[config.mk]
export PLATFORM = sky130hd
export DESIGN_NAME = rr_decoder_arbiter_flat
export DESIGN_NICKNAME = d
export VERILOG_FILES = /design/src/rtl/rr_decoder_arbiter_if.sv /design/src/rtl/rr_decoder_arbiter.sv /design/src/flat_wrapper.sv
export SDC_FILE = /design/constraint.sdc
export NUM_CORES = 1
export LEC_CHECK = 0
export CAP_MARGIN = 10
export CORE_MARGIN = 10
export CORE_UTILIZATION = 25
export CTS_BUF_LIST = sky130_fd_sc_hd__clkbuf_8
export DETAILED_ROUTE_END_ITERATION = 10
export SYNTH_ARGS = -nofsm -noshare
export SYNTH_HDL_FRONTEND = slang
export SYNTH_SLANG_ARGS = --single-unit
[constraint.sdc]
create_clock -name clk -period 3.45 [get_ports clk]
set_clock_uncertainty 0.05 [all_clocks]
set_input_delay 1.035 -clock clk [delete_from_list [all_inputs] [get_ports clk]]
set_output_delay 1.035 -clock clk [all_outputs]
set_load 0.02 [all_outputs]
[src/rtl/rr_decoder_arbiter_if.sv]
// rr_decoder_arbiter_if: request/decoder bundle between requesters and the arbiter.
// Carries timeout_err only when ARB_TIMEOUT_EN is defined.
interface rr_decoder_arbiter_if #(parameter int IDX_W = 3);
  localparam int NREQ = 1 << IDX_W;
  logic [NREQ-1:0]  req;
  logic             done;
  logic [IDX_W-1:0] sel_idx;
  logic             sel_en_n;
  logic [NREQ-1:0]  grant;
  logic             busy;
`ifdef ARB_TIMEOUT_EN
  logic             timeout_err;
  modport master (output req, done, input sel_idx, sel_en_n, grant, busy, timeout_err);
  modport slave  (input req, done, output sel_idx, sel_en_n, grant, busy, timeout_err);
`else
  modport master (output req, done, input sel_idx, sel_en_n, grant, busy);
  modport slave  (input req, done, output sel_idx, sel_en_n, grant, busy);
`endif
endinterface

[src/rtl/rr_decoder_arbiter.sv]
// rr_decoder_arbiter: round-robin owner of a shared 3-to-8 decoder, break-before-make between owners.
// ARB_TIMEOUT_EN adds a forced release after TIMEOUT busy cycles with a timeout_err pulse.
module rr_decoder_arbiter #(
  parameter int IDX_W   = 3,
  parameter int TIMEOUT = 16
) (
  input logic clk,
  input logic rst,
  rr_decoder_arbiter_if.slave bus
);
  localparam int NREQ = 1 << IDX_W;
  typedef enum logic [1:0] {IDLE, BUSY, GAP} state_t;
  state_t           state_q, state_d;
  logic [IDX_W-1:0] sel_idx_q, sel_idx_d, ptr_q, ptr_d, pick;
  logic [NREQ-1:0]  grant_q;
  logic             sel_en_n_q, busy_q, release_w, leave;
  // Scan downward so the requester closest to ptr is the last (winning) assignment.
  always_comb begin
    pick = ptr_q;
    for (int i = NREQ - 1; i >= 0; i--)
      if (bus.req[ptr_q + IDX_W'(i)]) pick = ptr_q + IDX_W'(i);
  end
  assign release_w = bus.done || !bus.req[sel_idx_q];
`ifdef ARB_TIMEOUT_EN
  localparam int CNT_W = $clog2(TIMEOUT + 1);
  logic [CNT_W-1:0] cnt_q, cnt_d;
  logic             expire, terr_q, terr_d;
  assign expire = cnt_q == CNT_W'(TIMEOUT - 1);
  assign leave  = release_w || expire;
  assign cnt_d  = (state_q == BUSY) ? cnt_q + CNT_W'(1) : '0;
  assign terr_d = (state_q == BUSY) && expire && !release_w;
  always_ff @(posedge clk or posedge rst)
    if (rst) begin
      cnt_q  <= '0;
      terr_q <= 1'b0;
    end else begin
      cnt_q  <= cnt_d;
      terr_q <= terr_d;
    end
  assign bus.timeout_err = terr_q;
`else
  assign leave = release_w;
`endif
  always_comb begin
    state_d   = state_q;
    sel_idx_d = sel_idx_q;
    ptr_d     = ptr_q;
    case (state_q)
      IDLE: if (|bus.req) begin
        state_d   = BUSY;
        sel_idx_d = pick;
      end
      BUSY: state_d = leave ? GAP : BUSY;
      GAP: begin
        state_d = IDLE;
        ptr_d   = sel_idx_q + IDX_W'(1);
      end
      default: state_d = IDLE;
    endcase
  end
  // Outputs are registered from next-state so they carry no path from req/done.
  always_ff @(posedge clk or posedge rst)
    if (rst) begin
      state_q    <= IDLE;
      sel_idx_q  <= '0;
      ptr_q      <= '0;
      grant_q    <= '0;
      sel_en_n_q <= 1'b1;
      busy_q     <= 1'b0;
    end else begin
      state_q    <= state_d;
      sel_idx_q  <= sel_idx_d;
      ptr_q      <= ptr_d;
      grant_q    <= (state_d == BUSY) ? NREQ'(1) << sel_idx_d : '0;
      sel_en_n_q <= state_d != BUSY;
      busy_q     <= state_d == BUSY;
    end
  assign bus.sel_idx  = sel_idx_q;
  assign bus.sel_en_n = sel_en_n_q;
  assign bus.grant    = grant_q;
  assign bus.busy     = busy_q;
endmodule
[src/flat_wrapper.sv]
// flat-port wrapper written by rule: the top's interface ports become plain ports
module rr_decoder_arbiter_flat 
#(
  parameter int IDX_W   = 3,
  parameter int TIMEOUT = 16
)
  (clk, rst, bus_req, bus_done, bus_sel_idx, bus_sel_en_n, bus_grant, bus_busy);
  rr_decoder_arbiter_if #(.IDX_W(IDX_W)) bus_i ();
  input logic clk;
  input logic rst;
  input wire logic [$bits(bus_i.req)-1:0] bus_req;
  input wire logic [$bits(bus_i.done)-1:0] bus_done;
  output wire logic [$bits(bus_i.sel_idx)-1:0] bus_sel_idx;
  output wire logic [$bits(bus_i.sel_en_n)-1:0] bus_sel_en_n;
  output wire logic [$bits(bus_i.grant)-1:0] bus_grant;
  output wire logic [$bits(bus_i.busy)-1:0] bus_busy;
  assign bus_i.req = bus_req;
  assign bus_i.done = bus_done;
  assign bus_sel_idx = bus_i.sel_idx;
  assign bus_sel_en_n = bus_i.sel_en_n;
  assign bus_grant = bus_i.grant;
  assign bus_busy = bus_i.busy;
  rr_decoder_arbiter #(.IDX_W(IDX_W), .TIMEOUT(TIMEOUT)) u_core (.clk(clk), .rst(rst), .bus(bus_i));
endmodule
==> flow_metrics.env <==
export IMPL_syn_to_final_growth_pct=30.3
export IMPL_status="finished, final reports clean"
export IMPL_wl_um=5200
export IMPL_drive_gt1_share_pct=36.2
export IMPL_synth_edf_count=0
export IMPL_seqCellArea_um2=452
export IMPL_r2r_slack_ps=420
export IMPL_yosysUniqueCellTypes=58
export IMPL_dp_hpwl_um=3930
export IMPL_grt_pass1_vias=1632
export IMPL_yosysSeqAreaShare_pct=23.6
export IMPL_slew_viol_final=0
export IMPL_max_freq_ghz=0.300
export IMPL_grt_pass1_wl_um=8740
export IMPL_hold_viol=0
export IMPL_die_x_um=108
export IMPL_rows=31
export IMPL_place_inst=318
export IMPL_nFillCells=748
export IMPL_clock_sinks=18
export IMPL_grt_max_degree=26
export IMPL_rsz0062_at_grt="false"
export IMPL_ant_nets=0
export IMPL_syn_inst=181
export IMPL_slew_headroom_pct=57.2
export IMPL_period_share_pct=96.7
export IMPL_ctsHoldBuffers=0
export IMPL_routabilityCongestion=0.857
export IMPL_path_max_fanout=5
export IMPL_place_area_um2=2410
export IMPL_clkTransAtPathRegs_ps=70
export IMPL_ys_async_sr_fraction_pct=100
export IMPL_avgSynthCellArea_um2=10.6
export IMPL_track_usage_pct=9.16
export IMPL_drt_iter0_markers=187
export IMPL_drcViolationCount=0
export IMPL_tritoncts="done"
export IMPL_design_area_um2=2490
export IMPL_synth_seq_cells=18
export IMPL_required_ps=3560
export IMPL_min_path_type="flip-flop to flip-flop"
export IMPL_vias=1659
export IMPL_tightest_slew_ps=641
export IMPL_core_area_um2=7330
export IMPL_htree_levels=1
export IMPL_peakVddDrop_uv=662
export IMPL_max_cap_violations=0
export IMPL_ctsRootBufferMaster="clkbuf_8"
export IMPL_insertedDiodeCount=0
export IMPL_hold_worst_slack_ps=587
export IMPL_setup_tns_final_ps=0
export IMPL_avgViaCountPerCell=5.14
export IMPL_stdcell_count=323
export IMPL_cts_buffer_depth=2
export IMPL_initial_core_util_pct=26.1
export IMPL_ys_warn_count=0
export IMPL_syn_nets=195
export IMPL_endpoint_kind="flip-flop"
export IMPL_critPathKind="primary input to flip-flop"
export IMPL_wl_per_cell_um=16.1
export IMPL_multi_input_area_um2=1310
export IMPL_numCtsBuffers=3
export IMPL_dr_pass1_iters=4
export IMPL_netlist_area_um2=1910
export IMPL_fin_crit_ps=3340
export IMPL_setup_viol=0
export IMPL_power_density_nw_per_um2=1090
export IMPL_arrival_ps=3450
export IMPL_die_area_um2=11600
export IMPL_overflow=0
export IMPL_fp_dieH_um=108
export IMPL_layout_nets=239
export IMPL_ios=24
export IMPL_ys_flop_type="dfrtp_1"
export IMPL_clk_latency_ps=260
export IMPL_start_kind="primary input"
export IMPL_io_buffers=23
export IMPL_p_leak_nw=1.04
export IMPL_antenna_found_initial=0
[final timing paths]
| path | startpoint | endpoint | depth (start not counted) |
|---|---|---|---|
| max | bus_req[2] | u_core.bus.grant[3]$_DFF_PP0_ | 8 |
| min | u_core.state_q[1]$_DFF_PP0_ | u_core.state_q[1]$_DFF_PP0_ | 2 |
| max reg2reg | u_core.ptr_q[0]$_DFFE_PP0N_ | u_core.bus.grant[3]$_DFF_PP0_ | 9 |
| min reg2reg | u_core.state_q[1]$_DFF_PP0_ | u_core.state_q[1]$_DFF_PP0_ | 2 |
| max in group asynchronous | rst | u_core.bus.sel_idx[1]$_DFF_PP0_ | 2 |
| min in group asynchronous | rst | u_core.bus.sel_idx[0]$_DFF_PP0_ | 2 |
[report_power, final]
part / switching (mW) / total (mW) / internal, mW / leakage (nW)
logic: 1.12 / 2.17 / 1.04 / 0.790
clock network: 0.0701 / 0.172 / 0.102 / 0.0288
registers: 0.0712 / 0.375 / 0.304 / 0.226
total: 1.26 / 2.71 / 1.45 / 1.04
[placed cells by master (no fill, tap or decap), drive strengths merged, types with 2 or more instances in the layout]
master         instances
clkbuf                 4
xor2                   3
o211ai                 2
a211o                  2
o21ai                  5
dfrtp                 17
mux2                   7
nand2                  8
a21o                   2
ha                     3
nor4b                  3
and2                  10
and4                   2
buf                   35
nand2b                 2
mux2i                 10
dlymetal6s2s           7
nor2b                  2
xnor2                  2
mux4                  16
clkinv                 2
a21oi                 10
nor3                   5
a221oi                 4
nand3                  3
clkdlybuf4s50         16
inv                    8
a211oi                 2
nor2                   9
a2111oi                5
nor4                   4
[metal layers]
| layer | global-route usage [%] | vias to the layer above | wire [um] |
|---|---|---|---|
| li1 | - | 787 | - |
| met1 | 12.5 | 807 | 2390 |
| met2 | 13.5 | 56 | 2320 |
| met3 | 1.98 | 9 | 381 |
| met4 | 4.01 | 0 | 104 |
| met5 | 0 | - | 0 |
[cells by family after synthesis]
kind of cell    synth area share, %
xor+xnor                       2.29
buf+inv                        8.10
simple gates                   16.7
fa+ha+maj                      1.96
mux                            29.6
flops                          23.6
compound gates                 17.8
[sequential cells by signal, indices dropped and copies added (netlist names)]
signal and count:
u_core.bus.grant 8, u_core.bus.sel_idx 3, u_core.ptr_q 3, u_core.state_q 2, u_core.bus.busy 1, u_core.bus.sel_en_n 1
[timing repair]
action | in CTS | in global routing
gates resized for setup | 0 | 12
setup buffers | 0 | 1
setup endpoints to repair | 0 | 8
[critical path, stage by stage]
cell,delay (ps)
clkdlybuf4s50_1,480
mux4_2,560
mux2_4,320
or2_1,260
nand3_2,80
mux2i_1,70
or3_4,370
nor4_2,270
[Yosys cell counts (2+ instances only)]
library cell	count	area, um^2
ha_1	3	37.5
dfrtp_1	17	425
nand2b_1	2	12.5
a21o_1	2	15.0
mux4_2	13	293
nand3_1	2	10.0
and2_1	9	56.3
nor4_1	3	18.8
mux4_1	3	78.8
clkbuf_1	12	45.0
nor3_1	5	25.0
nor2_1	9	33.8
clkbuf_8	3	41.3
nor2b_1	2	12.5
xor2_1	3	26.3
mux2i_1	9	90.1
mux2_2	6	67.6
nor4b_2	3	45.0
nand2_1	8	30.0
a211oi_1	2	15.0
and4_1	2	17.5
xnor2_1	2	17.5
a21oi_1	8	40.0
o21ai_0	4	20.0
inv_1	7	26.3
buf_2	3	15.0
a21oi_2	2	17.5
a2111oi_0	5	43.8
a221oi_1	3	26.3
[per-stage QoR]
stage | worst slack, ps | util (%) | power [mW]
floorplan | 344 | - | 1.95
global placement | -198 | 32.9 | 2.50
detailed placement | -212 | 32.9 | 2.49
CTS | 41.7 | 33.6 | 2.68
global route | 33.8 | 34.0 | 2.94
finish | 115 | 34.0 | 2.71
[cell type report]
type / count / area share [%]
clock buffers: 4 / 2.21
inverters: 10 / 1.71
multi-input cells: 134 / 52.6
flip-flops and latches: 18 / 18.1
well taps: 99 / 4.96
repair buffers: 58 / 20.5
Power figures use the tool's default switching activity.
